**src/rtl/plate_frame_rx.sv**
```systemverilog
`default_nettype none
// ============================================================================
// plate_frame_rx : UART-style frame receiver (even parity, stop check) that
//                  presents good plate codes on a held valid/ack interface.
// Revision: 1.0
// ============================================================================
module plate_frame_rx #(
  parameter int BIT_CYCLES = 4
) (
  input  logic       clk,
  input  logic       rst,
  input  logic       rx_in,
  output logic [7:0] plate_code,
  output logic       plate_valid,
  input  logic       plate_ack,
  output logic       parity_err,
  output logic       frame_err,
  output logic       overrun,
  output logic       busy,
  output logic [7:0] frame_cnt
);

  localparam int CNT_W = (BIT_CYCLES > 2) ? $clog2(BIT_CYCLES) : 1;
  localparam logic [CNT_W-1:0] HALF_LOAD = CNT_W'(BIT_CYCLES / 2 - 1);
  localparam logic [CNT_W-1:0] FULL_LOAD = CNT_W'(BIT_CYCLES - 1);

  typedef enum logic [2:0] {
    S_IDLE      = 3'd0,
    S_START     = 3'd1,
    S_DATA      = 3'd2,
    S_PARITY    = 3'd3,
    S_STOP      = 3'd4,
    S_WAIT_IDLE = 3'd5
  } state_t;

  state_t           state, state_nxt;
  logic             sync1, rxs;
  logic [CNT_W-1:0] cnt;
  logic [2:0]       bit_idx;
  logic [7:0]       shift;
  logic             par_ok, stop_ok, done;
  logic             tick, good, deliver;

  assign tick    = (cnt == '0);
  assign busy    = (state != S_IDLE);
  assign good    = done && stop_ok && par_ok;
  assign deliver = good && (!plate_valid || plate_ack);

  always_ff @(posedge clk or posedge rst) begin
    if (rst) begin
      sync1 <= 1'b1;
      rxs   <= 1'b1;
      state <= S_IDLE;
    end else begin
      sync1 <= rx_in;
      rxs   <= sync1;
      state <= state_nxt;
    end
  end

  always_comb begin
    state_nxt = state;
    case (state)
      S_IDLE:      if (!rxs) state_nxt = S_START;
      S_START:     if (tick) state_nxt = rxs ? S_IDLE : S_DATA;
      S_DATA:      if (tick && bit_idx == 3'd7) state_nxt = S_PARITY;
      S_PARITY:    if (tick) state_nxt = S_STOP;
      S_STOP:      if (tick) state_nxt = rxs ? S_IDLE : S_WAIT_IDLE;
      S_WAIT_IDLE: if (rxs) state_nxt = S_IDLE;
      default:     state_nxt = S_IDLE;
    endcase
  end

  // Bit timing and frame capture; the stop verdict is registered in `done`
  // so the interface outputs update one edge after the stop sample.
  always_ff @(posedge clk or posedge rst) begin
    if (rst) begin
      cnt     <= '0;
      bit_idx <= 3'd0;
      shift   <= 8'h00;
      par_ok  <= 1'b0;
      stop_ok <= 1'b0;
      done    <= 1'b0;
    end else begin
      done <= 1'b0;
      if (state == S_IDLE) begin
        cnt <= HALF_LOAD;
      end else if (tick) begin
        cnt <= FULL_LOAD;
      end else begin
        cnt <= cnt - CNT_W'(1);
      end
      if (tick) begin
        case (state)
          S_START: bit_idx <= 3'd0;
          S_DATA: begin
            shift   <= {shift[6:0], rxs};
            bit_idx <= bit_idx + 3'd1;
          end
          S_PARITY: par_ok <= ~(^{shift, rxs});
          S_STOP: begin
            stop_ok <= rxs;
            done    <= 1'b1;
          end
          default: ;
        endcase
      end
    end
  end

  always_ff @(posedge clk or posedge rst) begin
    if (rst) begin
      plate_code  <= 8'h00;
      plate_valid <= 1'b0;
      parity_err  <= 1'b0;
      frame_err   <= 1'b0;
      overrun     <= 1'b0;
      frame_cnt   <= 8'h00;
    end else begin
      parity_err <= done && stop_ok && !par_ok;
      frame_err  <= done && !stop_ok;
      overrun    <= good && plate_valid && !plate_ack;
      if (deliver) begin
        plate_code  <= shift;
        plate_valid <= 1'b1;
        frame_cnt   <= frame_cnt + 8'd1;
      end else if (plate_ack) begin
        plate_valid <= 1'b0;
      end
    end
  end

endmodule
`default_nettype wire

```
**config.mk**
```make
export PLATFORM = sky130hd
export DESIGN_NAME = plate_frame_rx
export DESIGN_NICKNAME = d
export VERILOG_FILES = /design/src/rtl/plate_frame_rx.sv
export SDC_FILE = /design/constraint.sdc
export NUM_CORES = 1
export LEC_CHECK = 0
export ABC_CLOCK_PERIOD_IN_PS = 1900
export CAP_MARGIN = 15
export CORE_ASPECT_RATIO = 1.75
export CORE_MARGIN = 10
export CORE_UTILIZATION = 30
export CTS_BUF_LIST = sky130_fd_sc_hd__clkbuf_4
export CTS_CLUSTER_DIAMETER = 100
export DETAILED_ROUTE_END_ITERATION = 7
export GPL_TIMING_DRIVEN = 1
export MAX_ROUTING_LAYER = met4
export PLACE_DENSITY = 0.57
export SYNTH_ARGS = -nofsm -noshare
export SYNTH_HDL_FRONTEND = slang
export SYNTH_SLANG_ARGS = --single-unit
```
**constraint.sdc**
```tcl
create_clock -name clk -period 1.9 [get_ports clk]
set_input_delay 0.285 -clock clk [delete_from_list [all_inputs] [get_ports clk]]
set_output_delay 0.285 -clock clk [all_outputs]
set_load 0.005 [all_outputs]
```
==> summary.txt, run 1 <==
outcome: finished, final reports clean
grt ovf: 0
Worst Hold Class: primary input to async pin
asr flop ratio synth: 100%
max-cap violations: 0
core area: 5830 um^2
Psw: 0.712 mW
VDD IR-drop max: 0.323 mV
GRT Util Overall: 7.48%
layout cells sized above 1: 22.7%
Synth Cell Area: 1770 um^2
1st-pass router iterations: 4
DR vias/cell: 4.44
Final Util: 38.3%
synth warn: 0
largest net degree at the start of global routing: 42
synthesized net count: 146
Worst Setup End Kind: flop
P_int: 1.73 mW
worst r2r dst: shift[2]
first-pass GRT wire length: 5.59 mm
Pwr per Cell Area: 1090 nW/um^2
WS Path Type: flop to flop
DRC viols: 0
Inst Count DP: 241
leak pwr: 0.996 nW
Adder-Cell Fraction of Synth Area: 2.82%
Reg2Reg Depth: 6
Comb power frac: 26.0%
Seq pwr share: 45.5%
Max stage delay on crit path: 0.40 ns
CP Cell Sequence: inv_1, ha_1, nor2b_4, nand2_1, nor2_4, mux2_2
final-report setup violation count: 0
slew of the pin with the lowest slew margin: 0.514 ns
Fin Setup TNS: 0 ns
Nets: 179
HPWL Detailed: 2.36 mm
most frequent cell after synthesis: dfrtp_1
minimum period implied by the final worst setup slack: 1.75 ns
top_reg_cell synth: dfrtp_1
proportion of synthesized area in mux cells: 12.0%
Post-synth top cells: 39 x dfrtp_1, 18 x mux2_2, 13 x nand2_1, 11 x xnor2_1, 8 x nand3_1
Max FO, Critical Path: 8
EDFF count, synth: 0
DIE HEIGHT: 122 um
Initial DRC Count: 31
Bufs and invs on worst path: 1
CTS Hold Buffers Added: 0
Setup crit start: cnt[0]
total number of vias: 1109
Crit path depth: 6
Antenna Nets Post-Route: 0
required time of the critical path: 2.14 ns
Area Overhead vs Synth: 26.1%
drt wl/cell: 12.8 um
die width: 78.1 um
die area: 9500 um^2
fmax: 0.572 GHz
Detailed Route WL: 3.20 mm
top-area cell type share of the netlist area: 55.1%
Fillers: 602
RSZ-0062 raised after global routing: false
IO buf count: 24
Root Buffer: clkbuf_4
storage element area: 1030 um^2
vias in the first global route: 1173
Syn Inst Count: 138
Worst slew margin: 65.7%
worst-case clock buffer depth: 2
Max Slew Vio Count: 0
# clock sinks: 41
clock share of power: 28.5%
Crit-path slowest cell: dfrtp_1
xor-xnor portion of the synthesized cell area: 7.70%
Sw Share: 29.2%
initial antenna violation count: 0
CTS H-tree depth: 2
crit path capture: shift[2]
sequential fraction of the synthesis area: 58.1%
Synth area leader: dfrtp_1
CP delay by family, top: simple AND/OR/NAND/NOR gates
Synth Area per Inst: 12.8 um^2
final hold viol count: 0
Initial Util: 30.4%
total CTS buffers: 5
diode count: 0
GPL Wtd Cong: 0.757
area of the multi-input gates: 712 um^2
Worst-Skew Late Latency: 0.36 ns
CTS tree: yes
Synth cell types: 34
Clk pin slew, worst setup/hold paths: 0.12 ns
Critical Path Start Type: flop
Post-Synth Simple-Gate Area: 13.1%
Cell Rows: 37
synth top area cells: dfrtp_1 55%, mux2_2 11%, xnor2_1 5.4%, dfstp_2 3.0%, ha_1 2.8%
Final Cycle Share: 91.9%
crit path DAT: 1.99 ns
num ports: 25
Synth Register Bits: 41
main combinational cell family by area after synthesis: simple AND/OR/NAND/NOR gates
Post-Layout Cell Count: 250
Synth Area in Compound Gates: 4.59%
FF-to-FF setup slack: 0.15 ns
Worst Skew: 0.0147 ns
reg2reg start: cnt[0]
[worst register-to-register path, stage by stage, from the launching register on]
cell and delay (ns):
dfrtp_1 0.40, inv_1 0.06, ha_1 0.25, nor2b_4 0.24, nand2_1 0.11, nor2_4 0.22
mux2_2 0.37
[cells in the final DEF (no fill, tap or decap), types with 5 or more instances in the layout]
cell type        netlist  routed
xnor2_1               11      11
clkbuf_4               0       5
mux2_2                18      18
buf_4                  1       5
clkdlybuf4s50_1        0      23
nand3_1                8       8
dfrtp_1               39      38
nand2_1               13      13
[what timing repair did]
| action | CTS | global route |
|---|---|---|
| setup buffers | 1 | 0 |
| endpoints found under the hold margin | 0 | 0 |
| setup endpoints to repair | 1 | 0 |
| resized for setup | 2 | 0 |
[metrics by stage]
| step | worst slack [ns] | hold WS (ns) | area, um^2 | total power, mW |
|---|---|---|---|---|
| final | 0.153 | 0.326 | 2230 | 2.44 |
| after global routing | 0.00662 | 0.308 | 2230 | 2.61 |
| after CTS | 0.128 | 0.310 | 2230 | 2.48 |
| after detailed placement | 0.109 | 0.347 | 2120 | 1.78 |
| after global placement | 0.133 | 0.347 | 2120 | 1.73 |
| after floorplan | 0.353 | 0.289 | 1770 | 1.58 |
[metal layers]
metal | share of wire (%) | routed length, um | up-vias | GRT usage, %
met2 | 53 | 1680 | 20 | 12.7
met1 | 39 | 1240 | 548 | 7.19
met3 | 6.3 | 202 | 6 | 3.10
li1 | - | - | 535 | -
met4 | 2.2 | 71 | 0 | 3.60
met5 | 0 | 0 | - | -
[how the worst min path moves through the flow]
stage,startpoint,end,depth (start not counted)
after floorplan,rx_in,sync1,0
after global placement,sync1,rxs,0
after detailed placement,sync1,rxs,0
after CTS,rx_in,sync1,1
after global routing,rx_in,sync1,1
final,rst,state[1],3
[power by group through the flow]
stage | Clock, mW | Combinational (mW) | Sequential, mW
after global placement | 0 | 0.598 | 1.13
after global routing | 0.748 | 0.732 | 1.13
final | 0.695 | 0.634 | 1.11
after detailed placement | 0 | 0.634 | 1.14
after CTS | 0.720 | 0.652 | 1.11
after floorplan | 0 | 0.472 | 1.11
[kinds of logic (layout without fill, tap and decap cells)]
group / count (synthesis) / count (layout)
AOI/OAI and AO/OA: 13 / 13
xor gates and xnor gates: 14 / 14
adders and majority gates: 4 / 4
buffers and inverters: 7 / 41
DFF: 41 / 41
muxes: 19 / 19
and+or+nand+nor: 40 / 40
[layout make-up]
class,instances,share of cell area [%]
Sequential cell,41,46.1
Multi-Input combinational cell,90,31.9
Timing Repair Buffer,29,12.4
Tap cell,78,4.37
Clock inverter,3,2.91
Clock buffer,5,1.68
Inverter,4,0.672
[registers in the layout, summed over array words and instances (netlist names)]
| name | count |
|---|---|
| shift | 8 |
| frame_cnt | 8 |
| stop_ok | 1 |
| plate_valid | 1 |
| par_ok | 1 |
| sync1 | 1 |
| cnt | 2 |
| bit_idx | 3 |
| overrun | 1 |
| plate_code | 8 |
| frame_err | 1 |
| state | 3 |
| rxs | 1 |
| done | 1 |
| parity_err | 1 |
No activity file was read; power rests on OpenSTA's default activity.
==> run 2, diff against run 1 <==
- CORE_UTILIZATION: 30 -> 28
- PLACE_DENSITY: 0.57 -> 0.55
==> summary.txt, run 2 (synthesis results as in run 1) <==
outcome: finished, final reports clean
die width: 80.1 um
vias in the first global route: 1216
1st-pass router iterations: 6
grt ovf: 0
Final Cycle Share: 91.7%
VDD IR-drop max: 0.365 mV
Fillers: 645
Reg2Reg Depth: 6
Fin Setup TNS: 0 ns
DIE HEIGHT: 125 um
GPL Wtd Cong: 0.710
Worst Setup End Kind: primary output
# clock sinks: 41
worst r2r dst: shift[4]
Root Buffer: clkbuf_4
Detailed Route WL: 3.33 mm
DRC viols: 0
minimum period implied by the final worst setup slack: 1.74 ns
worst-case clock buffer depth: 2
Max Slew Vio Count: 0
Worst Hold Class: primary input to async pin
crit path DAT: 1.46 ns
first-pass GRT wire length: 5.73 mm
GRT Util Overall: 7.41%
total number of vias: 1121
Worst Skew: 0.0107 ns
initial antenna violation count: 0
reg2reg start: cnt[0]
core area: 6180 um^2
Worst slew margin: 70.9%
drt wl/cell: 13.1 um
commonest non-fill, non-tap cells in the layout: 38 x dfrtp_1, 23 x clkdlybuf4s50_1, 18 x mux2_2
CTS tree: yes
Comb power frac: 28.1%
Pwr per Cell Area: 1040 nW/um^2
fmax: 0.574 GHz
CTS H-tree depth: 2
leak pwr: 0.989 nW
die area: 10000 um^2
fin area: 2230 um^2
required time of the critical path: 1.62 ns
final hold viol count: 0
WS Path Type: flop to primary output
Seq pwr share: 47.7%
HPWL Detailed: 2.45 mm
final-report setup violation count: 0
Max FO, Critical Path: 3
Inst Count DP: 244
layout cells sized above 1: 22.5%
Psw: 0.723 mW
most common cell after layout, fill and taps aside: dfrtp_1
Initial Util: 28.7%
total CTS buffers: 5
slew of the pin with the lowest slew margin: 0.436 ns
largest net degree at the start of global routing: 33
DR vias/cell: 4.43
Top Registers: frame_cnt x8, plate_code x8, shift x8
diode count: 0
Post-Layout Cell Count: 253
num ports: 25
Initial DRC Count: 45
FF-to-FF setup slack: 0.28 ns
Critical Path Start Type: flop
RSZ-0062 raised after global routing: false
P_int: 1.60 mW
Worst-Skew Late Latency: 0.35 ns
clock share of power: 24.2%
Clk pin slew, worst setup/hold paths: 0.12 ns
Antenna Nets Post-Route: 0
max-cap violations: 0
Area Overhead vs Synth: 26.0%
area post-placement: 2150 um^2
CTS Hold Buffers Added: 0
Sw Share: 31.1%
IO buf count: 24
Cell Rows: 38
Nets: 180
[run 2: final cells by class]
class	count	area [um^2]	share of cell area (%)
Multi-Input combinational cell	90	712	31.9
Timing Repair Buffer	30	297	13.3
Clock buffer	5	37.5	1.68
Inverter	4	15.0	0.673
Tap cell	80	100	4.48
Clock inverter	3	41.3	1.85
Sequential cell	41	1030	46.1
[run 2: power groups by stage]
stage                     registers [mW]  clock network [mW]  logic, mW
after floorplan                     1.11                   0      0.472
after global placement              1.14                   0      0.636
after detailed placement            1.14                   0      0.653
after CTS                           1.11               0.586      0.672
after global routing                1.13               0.616      0.753
final                               1.11               0.562      0.654
[run 2: critical path: stages (launching register included)]
cell	delay [ns]
dfrtp_1	0.40
or3_1	0.42
dlygate4sd2_1	0.29
[run 2: timing repair]
item	CTS	global route
endpoints found under the hold margin	0	0
endpoints found under the setup margin	1	0
setup buffers	1	0
resized for setup	2	0
[run 2: per-layer routing]
metal	track usage, %	part of all wire [%]	wire length, um
met4	4.27	2.7	89
met3	2.08	5.1	170
met5	-	0	0
met1	6.84	35	1160
met2	13.0	57	1900
[run 2: worst max-delay path by stage]
stage	slack, ns	from	to
floorplan	0.35	cnt[0]	shift[0]
global placement	0.11	plate_ack	plate_code[3]
detailed placement	0.12	plate_ack	plate_code[3]
CTS	0.13	state[0]	busy
global route	0.1	state[0]	busy
finish	0.16	state[0]	busy
[run 2: through the flow]
| step | setup slack [ns] | hold WS [ns] | power, mW | util (%) |
|---|---|---|---|---|
| floorplan | 0.353 | 0.289 | 1.58 | - |
| global placement | 0.111 | 0.346 | 1.77 | 34.7 |
| detailed placement | 0.119 | 0.353 | 1.79 | 34.7 |
| CTS | 0.128 | 0.220 | 2.37 | 36.1 |
| global route | 0.0969 | 0.272 | 2.50 | 36.1 |
| finish | 0.158 | 0.217 | 2.33 | 36.1 |
==> run 3, diff against run 2 <==
- ABC_AREA: unset -> 1
- PLACE_DENSITY: 0.55 -> 0.45
==> summary.txt, run 3 <==
Max Slew Vio Count: 0
CTS tree: yes
Clk pin slew, worst setup/hold paths: 0.12 ns
die width: 82.1 um
final total power: 2.54 mW
crit path DAT: 1.53 ns
EDFF count, synth: 0
most frequent cell after synthesis: nand2_1
Worst slew margin: 75.5%
vias in the first global route: 1409
Inst Count DP: 316
num ports: 25
Fin Setup TNS: 0 ns
initial antenna violation count: 0
reg2reg start: cnt[0]
Critical Path Start Type: flop
VDD IR-drop max: 0.581 mV
grt ovf: 0
Final Cycle Share: 95.5%
Fillers: 693
Worst Setup End Kind: primary output
total CTS buffers: 5
Synth Area per Inst: 8.96 um^2
core area: 6540 um^2
drt wl/cell: 11.8 um
WS Path Type: flop to primary output
asr flop ratio synth: 100%
Detailed Route WL: 3.83 mm
Root Buffer: clkbuf_4
Synth Cell Area: 1890 um^2
minimum period implied by the final worst setup slack: 1.82 ns
Post-synth top cells: 66 x nand2_1, 39 x dfrtp_1, 26 x inv_1, 14 x o21ai_0, 12 x o21ai_1
# clock sinks: 41
DIE HEIGHT: 129 um
CTS Hold Buffers Added: 0
leak pwr: 1.13 nW
total number of vias: 1415
Synth area leader: dfrtp_1
HPWL Detailed: 2.84 mm
Cell Rows: 39
final-report setup violation count: 0
Pwr per Cell Area: 1100 nW/um^2
worst-case clock buffer depth: 2
Synth Register Bits: 41
IO buf count: 24
synthesized net count: 219
final hold viol count: 0
top-area cell type share of the netlist area: 51.6%
Post-Layout Cell Count: 326
max-cap violations: 0
Initial DRC Count: 42
Area Overhead vs Synth: 22.4%
first-pass GRT wire length: 6.34 mm
most common cell after layout, fill and taps aside: nand2_1
outcome: finished, final reports clean
layout cells sized above 1: 13.5%
Max FO, Critical Path: 4
Setup crit start: state[2]
DR vias/cell: 4.34
RSZ-0062 raised after global routing: false
synth warn: 0
required time of the critical path: 1.62 ns
synth top area cells: dfrtp_1 52%, nand2_1 13%, inv_1 5.2%, o21ai_0 3.7%, o21ai_1 3.2%
GRT Util Overall: 8.01%
largest net degree at the start of global routing: 42
top_reg_cell synth: dfrtp_1
GPL Wtd Cong: 0.778
Worst Skew: 0.00995 ns
diode count: 0
commonest non-fill, non-tap cells in the layout: 66 x nand2_1, 37 x dfrtp_1, 26 x inv_1
sequential fraction of the synthesis area: 54.4%
Worst Hold Class: primary input to async pin
Synth cell types: 26
die area: 10600 um^2
Top Registers: frame_cnt x8, plate_code x8, shift x8
Initial Util: 28.9%
Nets: 251
slew of the pin with the lowest slew margin: 0.366 ns
Antenna Nets Post-Route: 0
fmax: 0.551 GHz
DRC viols: 0
Worst-Skew Late Latency: 0.35 ns
1st-pass router iterations: 4
Syn Inst Count: 211
CTS H-tree depth: 2
## run 3: cell types whose count changed in the layout (fill, tap and decap cells not counted), sizes merged, moves of 3 or more
cell | previous run | this run
nand2 | 13 | 70
xor2 | 2 | 6
clkbuf | 5 | 8
o21ai | 5 | 27
inv | 4 | 30
nand3 | 8 | 12
mux2 | 18 | 0
buf | 6 | 3
xnor2 | 11 | 1
nor2b | 5 | 0
nor2 | 4 | 9
## run 3: cell type report
class	instances	area, um^2	area share [%]
timing repair buffer	27	275	11.9
tap	82	103	4.43
clock buffer	8	60.1	2.59
sequential	41	1030	44.5
inverter	30	113	4.86
multi-input combinational	138	733	31.7
## run 3: logic make-up after synthesis
| family | share of synthesized area, % |
|---|---|
| DFF | 54.4 |
| xor gates and xnor gates | 3.24 |
| adders and majority gates | 2.65 |
| AOI/OAI and AO/OA | 8.27 |
| buffers and inverters | 6.82 |
| and+or+nand+nor | 24.6 |
## run 3: through the flow
| stage | instance area (um^2) | util [%] | setup WS, ns | hold slack, ns |
|---|---|---|---|---|
| after global placement | 2240 | 34.2 | 0.387 | 0.347 |
| after detailed placement | 2240 | 34.2 | 0.336 | 0.348 |
| after CTS | 2300 | 35.2 | 0.00777 | 0.276 |
| final | 2310 | 35.4 | 0.0846 | 0.278 |
| after floorplan | 1890 | - | 0.654 | 0.289 |
| after global routing | 2310 | 35.4 | 0.00277 | 0.281 |
## run 3: repair_timing
action | 4_1_cts | 5_1_grt
buffers inserted | 0 | 2
setup endpoints to repair | 1 | 1
gates resized for setup | 2 | 0
## run 3: critical path, cell delays in order, from the launching register on
cell and delay [ns]:
dfrtp_2 0.47, nor2_4 0.15, nand2_2 0.10, clkdlybuf4s50_1 0.47
## run 3: power by group
part / switching (mW) / internal, mW / total (mW)
logic: 0.547 / 0.356 / 0.903
clock network: 0.276 / 0.191 / 0.467
registers: 0.134 / 1.03 / 1.17
total: 0.957 / 1.58 / 2.54
## run 3: worst paths after layout
check / to / slack (ns) / cells past startpoint
min in group clk: sync1 / 0.33 / 1
min: overrun / 0.28 / 3
max reg2reg: bit_idx[1] / 0.53 / 4
min reg2reg: rxs / 0.36 / 0
max: busy / 0.08 / 3
max in group asynchronous: sync1 / 1.35 / 3
## run 3: per-layer routing
layer	share of wire [%]	global-route usage, %
met5	0	-
met4	3.0	4.73
met3	5.6	2.44
met1	39	7.80
met2	52	13.4
